File: src/rtl/scroll_loop_sequencer_if.sv
// Control and status bundle between the scroll sequencer and its neighbours.
// The master drives the run/speed/step controls; the slave is the sequencer.
interface scroll_loop_sequencer_if #(
  parameter int POS_W = 5
) ();
  logic             run_en;
  logic [1:0]       speed_sel;
  logic             step_req;
  logic [POS_W-1:0] scroll_pos;
  logic             scroll_tick;
  logic             loop_start;
  logic [3:0]       loop_count;
  logic             running;

  modport master (
    output run_en, speed_sel, step_req,
    input  scroll_pos, scroll_tick, loop_start, loop_count, running
  );

  modport slave (
    input  run_en, speed_sel, step_req,
    output scroll_pos, scroll_tick, loop_start, loop_count, running
  );
endinterface

File: src/rtl/scroll_loop_sequencer.sv
// Scroll timing stage: prescales clk into scroll ticks, steps the phrase position
// and pulses loop_start at the start of every phrase loop (drives the LED stage enable).
module scroll_loop_sequencer #(
  parameter int TICK_DIV   = 25_000_000,
  parameter int PHRASE_LEN = 16,
  parameter int POS_W      = 5,
  parameter int DIV_W      = 25
) (
  input logic                    clk,
  input logic                    reset,
  scroll_loop_sequencer_if.slave bus
);

  typedef enum logic [1:0] {
    IDLE = 2'd0,
    RUN  = 2'd1,
    HOLD = 2'd2
  } state_t;

  localparam logic [DIV_W-1:0] DIV_FULL = DIV_W'(TICK_DIV);
  localparam logic [POS_W-1:0] POS_LAST = POS_W'(PHRASE_LEN - 1);

  state_t           state_reg;
  logic [DIV_W-1:0] presc_reg;
  logic [1:0]       speed_reg;
  logic [POS_W-1:0] pos_reg;
  logic [3:0]       loop_count_reg;
  logic             tick_reg;
  logic             loop_start_reg;
  logic             running_reg;

  // Terminal prescaler value for each speed setting: (TICK_DIV >> speed) - 1.
  logic [DIV_W-1:0] term_tbl [4];

  genvar gi;
  generate
    for (gi = 0; gi < 4; gi++) begin : g_term
      assign term_tbl[gi] = (DIV_FULL >> gi) - DIV_W'(1);
    end
  endgenerate

  logic             speed_change;
  logic [DIV_W-1:0] term_count;
  logic             at_terminal;
  logic             count_en;
  logic             advance;
  logic             pos_last;

  always_comb begin
    speed_change = (bus.speed_sel != speed_reg);
    term_count   = term_tbl[speed_reg];
    // >= so a prescaler left above a shorter period still produces a tick.
    at_terminal  = (presc_reg >= term_count);
    // HOLD->RUN edge already counts, so the prescaler resumes without a lost cycle.
    count_en     = (state_reg != IDLE) && bus.run_en;
    advance      = (count_en && !speed_change && at_terminal) ||
                   ((state_reg == HOLD) && !bus.run_en && bus.step_req);
    pos_last     = (pos_reg == POS_LAST);
  end

  always_ff @(posedge clk) begin
    if (!reset) begin
      state_reg      <= IDLE;
      presc_reg      <= '0;
      speed_reg      <= bus.speed_sel;
      pos_reg        <= '0;
      loop_count_reg <= '0;
      tick_reg       <= 1'b0;
      loop_start_reg <= 1'b0;
      running_reg    <= 1'b0;
    end else begin
      speed_reg      <= bus.speed_sel;
      tick_reg       <= 1'b0;
      loop_start_reg <= 1'b0;

      case (state_reg)
        IDLE: begin
          if (bus.run_en) begin
            state_reg      <= RUN;
            running_reg    <= 1'b1;
            loop_start_reg <= 1'b1;
            loop_count_reg <= loop_count_reg + 4'd1;
          end
        end
        RUN: begin
          if (!bus.run_en) begin
            state_reg   <= HOLD;
            running_reg <= 1'b0;
          end
        end
        HOLD: begin
          if (bus.run_en) begin
            state_reg   <= RUN;
            running_reg <= 1'b1;
          end
        end
        default: begin
          state_reg   <= IDLE;
          running_reg <= 1'b0;
        end
      endcase

      if (speed_change) begin
        presc_reg <= '0;
      end else if (count_en) begin
        presc_reg <= at_terminal ? '0 : presc_reg + DIV_W'(1);
      end

      // IDLE never advances, so this cannot collide with the IDLE loop_start above.
      if (advance) begin
        tick_reg <= 1'b1;
        if (pos_last) begin
          pos_reg        <= '0;
          loop_start_reg <= 1'b1;
          loop_count_reg <= loop_count_reg + 4'd1;
        end else begin
          pos_reg <= pos_reg + POS_W'(1);
        end
      end
    end
  end

  assign bus.scroll_pos  = pos_reg;
  assign bus.scroll_tick = tick_reg;
  assign bus.loop_start  = loop_start_reg;
  assign bus.loop_count  = loop_count_reg;
  assign bus.running     = running_reg;

endmodule

File: src/flat_wrapper.sv
// flat-port wrapper written by rule: the top's interface ports become plain ports
module scroll_loop_sequencer_flat 
#(
  parameter int TICK_DIV   = 25_000_000,
  parameter int PHRASE_LEN = 16,
  parameter int POS_W      = 5,
  parameter int DIV_W      = 25
)
  (clk, reset, bus_run_en, bus_speed_sel, bus_step_req, bus_scroll_pos, bus_scroll_tick, bus_loop_start, bus_loop_count, bus_running);
  scroll_loop_sequencer_if #(.POS_W(POS_W)) bus_i ();
  input logic clk;
  input logic reset;
  input wire logic [$bits(bus_i.run_en)-1:0] bus_run_en;
  input wire logic [$bits(bus_i.speed_sel)-1:0] bus_speed_sel;
  input wire logic [$bits(bus_i.step_req)-1:0] bus_step_req;
  output wire logic [$bits(bus_i.scroll_pos)-1:0] bus_scroll_pos;
  output wire logic [$bits(bus_i.scroll_tick)-1:0] bus_scroll_tick;
  output wire logic [$bits(bus_i.loop_start)-1:0] bus_loop_start;
  output wire logic [$bits(bus_i.loop_count)-1:0] bus_loop_count;
  output wire logic [$bits(bus_i.running)-1:0] bus_running;
  assign bus_i.run_en = bus_run_en;
  assign bus_i.speed_sel = bus_speed_sel;
  assign bus_i.step_req = bus_step_req;
  assign bus_scroll_pos = bus_i.scroll_pos;
  assign bus_scroll_tick = bus_i.scroll_tick;
  assign bus_loop_start = bus_i.loop_start;
  assign bus_loop_count = bus_i.loop_count;
  assign bus_running = bus_i.running;
  scroll_loop_sequencer #(.TICK_DIV(TICK_DIV), .PHRASE_LEN(PHRASE_LEN), .POS_W(POS_W), .DIV_W(DIV_W)) u_core (.clk(clk), .reset(reset), .bus(bus_i));
endmodule
File: config.mk
export PLATFORM = sky130hd
export DESIGN_NAME = scroll_loop_sequencer_flat
export DESIGN_NICKNAME = d
export VERILOG_FILES = /design/src/rtl/scroll_loop_sequencer_if.sv /design/src/rtl/scroll_loop_sequencer.sv /design/src/flat_wrapper.sv
export SDC_FILE = /design/constraint.sdc
export NUM_CORES = 1
export LEC_CHECK = 0
export CAP_MARGIN = 10
export CORE_MARGIN = 3
export CORE_UTILIZATION = 65
export CTS_BUF_LIST = sky130_fd_sc_hd__clkbuf_2 sky130_fd_sc_hd__clkbuf_4 sky130_fd_sc_hd__clkbuf_8
export DETAILED_ROUTE_END_ITERATION = 16
export MAX_ROUTING_LAYER = met4
export PLACE_DENSITY = 0.9
export SYNTH_ARGS = -nofsm -noshare
export SYNTH_HDL_FRONTEND = slang
export SYNTH_SLANG_ARGS = --single-unit
File: constraint.sdc
create_clock -name clk -period 7.18 [get_ports clk]
set_input_delay 1.077 -clock clk [delete_from_list [all_inputs] [get_ports clk]]
set_output_delay 1.077 -clock clk [all_outputs]
set_load 0.01 [all_outputs]
# [After elaboration in Yosys (flattened, before gate mapping)]
# Index checks and enable logic that the tools add are counted.
[totals] register_bits=41 in_bits=6 output_inout_bits=12 wordCells=54
[op_classes] n_addsub=3 order_cmp=2 eq_ne=6 n_mux=20 n_bitwise=2 n_reduce_logical=13
[op_table] op="$mux 25" n=3
[op_table] op="$bmux 25 s2" n=1
[op_table] op="$add 25x1->25 const B" n=1
[op_table] op="$ge 25x25->1" n=1
[op_table] op="$mux 4" n=4
[op_table] op="$mux 1" n=7
[op_table] op="$add 5x1->5 const B" n=1
[op_table] op="$eq 5x4->1 const B" n=1
[op_table] op="$logic_and 1x1->1" n=5
[op_table] op="$mux 5" n=1
[op_table] op="$add 4x1->4 const B" n=1
[op_table] op="$mux 2" n=2
[op_table] op="$pmux 2 s2" n=1
[op_table] op="$reduce_or 2->1" n=2
[op_table] op="$ge 3x3->1 const B" n=1
[op_table] op="$not 2->3" n=1
[op_table] op="$eq 2x1->1 const B" n=1
[op_table] op="$eq 2x2->1 const B" n=1
[op_table] op="$logic_not 1->1" n=2
[op_table] op="$logic_not 2->1" n=1
[op_table] op="$ne 2x1->1 const B" n=1
[op_table] op="$ne 2x2->1" n=1
[op_table] op="$ne 2x2->1 const B" n=1
[op_table] op="$pmux 1 s2" n=1
[op_table] op="other kinds (4)" n=4

# [Depth between registers and ports, before layout]
[depth] word_depth=8 mapped_depth=12 ltp_nobuf=11

# [Least setup slack after synthesis]
# OpenSTA, ideal clock, no wires.
[synth_path] path_kind="input -> register" from="input port bus_run_en" to="register u_core.presc_reg[13]" setup_time_ns=0.115 t_arrival_ns=2.310 required_ns=7.065 path_slack_ns=4.755 path_stages=7 path_buffers=0 path_cell_list="o21a_1 > and4_1 > nand3_1 > nor2_1 > and3_1 > xnor2_1 > nor2_1"
[synth_between] elab_chain_cells=1
[synth_lines] item="start: declaration" line_no="flat_wrapper.sv:13" rtl="input wire logic [$bits(bus_i.run_en)-1:0] bus_run_en;"
[synth_lines] item="$logic_and 1x1->1" line_no="scroll_loop_sequencer.sv:55" rtl="count_en = (state_reg != IDLE) && bus.run_en;"
[synth_lines] item="end signal: assignment" line_no="scroll_loop_sequencer.sv:106" rtl="presc_reg <= at_terminal ? '0 : presc_reg + DIV_W'(1);"
[synth_lines] item="end: declaration" line_no="scroll_loop_sequencer.sv:24" rtl="logic [DIV_W-1:0] presc_reg;"
# Every way passes these cells.
# A chain may end at the register's enable or synchronous reset.

# [Worst setup path after layout]
[layout_path] from="register u_core.speed_reg[0]" to="register u_core.presc_reg[10]"
[layout_between] elab_chain_cells=6 word_cells_on_any_way=8 classes_between="1 x order compare; 1 x eq/ne; 4 x mux; 1 x bitwise; 1 x reduce/logical"
[layout_lines] item="start: declaration" line_no="scroll_loop_sequencer.sv:25" rtl="logic [1:0] speed_reg;"
[layout_lines] item="start signal: assignment" line_no="scroll_loop_sequencer.sv:65" rtl="speed_reg <= bus.speed_sel;"
[layout_lines] item="start signal: assignment" line_no="scroll_loop_sequencer.sv:72" rtl="speed_reg <= bus.speed_sel;"
[layout_lines] item="$not 2->3 (implied by the code)" line_no="scroll_loop_sequencer.sv:51" rtl="term_count = term_tbl[speed_reg];"
[layout_lines] item="$bmux 25 s2" line_no="scroll_loop_sequencer.sv:51"
[layout_lines] item="$mux 25 (implied by the code) (2 in series)" line_no="scroll_loop_sequencer.sv:51"
[layout_lines] item="$ge 25x25->1" line_no="scroll_loop_sequencer.sv:53" rtl="at_terminal = (presc_reg >= term_count);"
[layout_lines] item="$mux 25" line_no="scroll_loop_sequencer.sv:106"
# Several ways; a longest one is shown, not always the timed one. The select of a mux whose other input is x is not followed.

==> results.cfg <==
[floorplan]
core_area_um2 = 3390
num_rows = 21
die_h_um = 65.6
io_pins = 18
die_x_um = 65.6
start_util = 0.681
die_area_um2 = 4300

[final_layout]
drive_gt1_frac = 0.0634
area_delta_synth_final_pct = 9.86
diodes = 0
largest_reg_flops = 25
multi_input_area_um2 = 1390
nNetsFinal = 307
n_fill_cell = 247
regArea_um2 = 821

[clock_network]
cts_htree_levels = 2
cts_sinks = 41
cts_max_path_buffers = 2
hold_buffers = 0
cts_setup_buffers = 0
cts_tree = built
cts_buffers = 5
clockRootBuffer = clkbuf_4
cts.clk_slew.worst_paths_ps = 130
cts_resized = 0
worstSkewPairLatency_ps = 350

[sta]
period_needed_ps = 3030
fin_tns_setup_ps = 0
hold_viol = 0
timing.fmax_mhz = 330
worst-slew-pin-transition_ps = 572
rsz0062_at_grt = no
finalSetupViolations = 0
fin_ws_ps = 4150
drv_slew = 0
slew_headroom = 0.618
fin_worst_skew_ps = 13.7
fin_crit_sh = 0.422

[outcome]
status = completed

[global_routing]
antenna_found_initial = 0
grt_use_total = 0.248
grt_max_degree = 25
grt_pass1_vias = 1802
grt_pass1_wl_mm = 8.19
grt_overflow = 0

[worst_setup_path]
critPathTopFamily = simple AND/OR/NAND/NOR gates
critPathLaunchType = register
crit_fanout = 24
cp_common_cell = nor2_1
cp_cell_sequence = nor2_1, inv_1, ha_1, nand4_1, a211oi_2, and3b_1, a32oi_2, and2_4, o21bai_4, nor2_1
required_ps = 7390
cpMaxStageDelayCell = o21bai_4
crit_arrival_ps = 3240
crit_path_max_incr_delay_ps = 460
worst-path-buf-inv = 1
crit_type = register to register
worst_setup_path_end_kind = register

[yosys]
syn_inst = 267
synth_cell_types = 49
netlist_area_um2 = 2310
synth_commonest_cells = dfxtp_1 (41), nor2_1 (39), nand2_1 (19)
synth-edff-count = 0
synth_area_leader_cell = dfxtp_1
yosysMostFrequentCell = dfxtp_1
ys_seq_elements = 41
synth_ff_type = dfxtp_1
seq_area_frac_synth = 0.355
synth.net_count = 291
synth_area_leaders = dfxtp_1 (36%), ha_1 (9.8%), xor2_1 (6.8%), nor2_1 (6.3%), nand3_1 (3.9%)
syn_avg_cell_area_um2 = 8.65
synthArstFlopShare = 0
yosysWarnings = 0
synth_top_area_share = 0.355

[power]
combPwrFrac = 0.137
pwr-share-clk = 0.270
switching_share = 0.271
seqPwrFrac = 0.593
power_density_nw_per_um2 = 163
irDropWorstVdd_mv = 0.126
intPower_uw = 302
p_leak_nw = 1.01
p_sw_uw = 112

[route]
drtAntennaViolNets = 0
first_iter_violations = 141
viasPerCell = 5.80
num_vias = 1915
remaining_drc_errors = 0
routedWlPerCell_um = 14.0
drt_wl_total_mm = 4.62
dr.pass1.iters = 4

[place]
hpwl_mm = 3.53
port-buffer-count = 17
gp_congestion = 0.878
dp_slack_ps = 3850

[hold_path]
hold_class = register to register

[run]
drv_cap = 0
## layer usage
| layer | global-route usage | up-vias | share of wire |
|---|---|---|---|
| met4 | 0.0829 | 0 | 0.011 |
| met2 | 0.365 | 37 | 0.46 |
| met1 | 0.341 | 897 | 0.49 |
| met3 | 0.0479 | 10 | 0.040 |
| li1 | - | 971 | - |
| met5 | - | - | 0 |
## stage by stage
stage / power, mW / util / std cells / cell area, um2 / hold slack (ps)
floorplan: 0.285 / - / 267 / 2310 / 455
global placement: 0.305 / 0.732 / 322 / 2480 / 461
detailed placement: 0.307 / 0.732 / 322 / 2480 / 476
CTS: 0.417 / 0.749 / 330 / 2540 / 494
global route: 0.437 / 0.749 / 330 / 2540 / 505
finish: 0.414 / 0.749 / 330 / 2540 / 493
## layout by cell type (no fill, tap or decap), types with 2 or more instances in the layout
master           count
a211oi_1             2
clkbuf_4             5
xor2_1              18
nand2_1             19
inv_1               12
and3_1               5
nand2b_1             2
clkinv_2             2
a211oi_2             2
o211ai_1             2
nor3_1               4
ha_1                18
nor2_1              39
nand3_1             18
or3_1                3
a21oi_1             11
clkdlybuf4s50_1     17
mux2i_1              2
a21o_1               3
nand3b_1             2
nand4_1              8
o21a_1               2
dfxtp_1             41
and4_1               4
xnor2_1             10
o21ai_0              9
## layout make-up
class / instances / share of cell area
flip-flops and latches: 41 / 0.323
clock buffers: 5 / 0.0148
well taps: 46 / 0.0227
repair buffers: 17 / 0.0671
multi-input cells: 206 / 0.547
clock inverters: 3 / 0.00690
inverters: 12 / 0.0178
## power by group through the flow
stage	logic, mW	registers [mW]	clock network (mW)
2_1_floorplan	0.0343	0.251	0
3_3_place_gp	0.0553	0.250	0
3_5_place_dp	0.0563	0.251	0
4_1_cts	0.0570	0.245	0.115
5_1_grt	0.0636	0.247	0.127
6_report	0.0567	0.246	0.112
## final timing paths
kind / from / endpoint / slack [ps] / depth (start not counted)
worst max-delay path: u_core.speed_reg[0] / u_core.presc_reg[10] / 4150 / 10
worst min-delay path: u_core.bus.scroll_pos[4] / u_core.bus.scroll_pos[4] / 490 / 1
worst max register to register: u_core.speed_reg[0] / u_core.presc_reg[10] / 4150 / 10
worst min register to register: u_core.bus.scroll_pos[4] / u_core.bus.scroll_pos[4] / 490 / 1
## kinds of logic after synthesis
logic type / count (synthesis) / synth area share
mux: 2 / 0.00867
simple gates: 113 / 0.243
fa+ha+maj: 19 / 0.102
buf+inv: 20 / 0.0433
xor+xnor: 28 / 0.106
flops: 41 / 0.355
compound gates: 44 / 0.141
No activity file was read; power rests on OpenSTA's default activity.
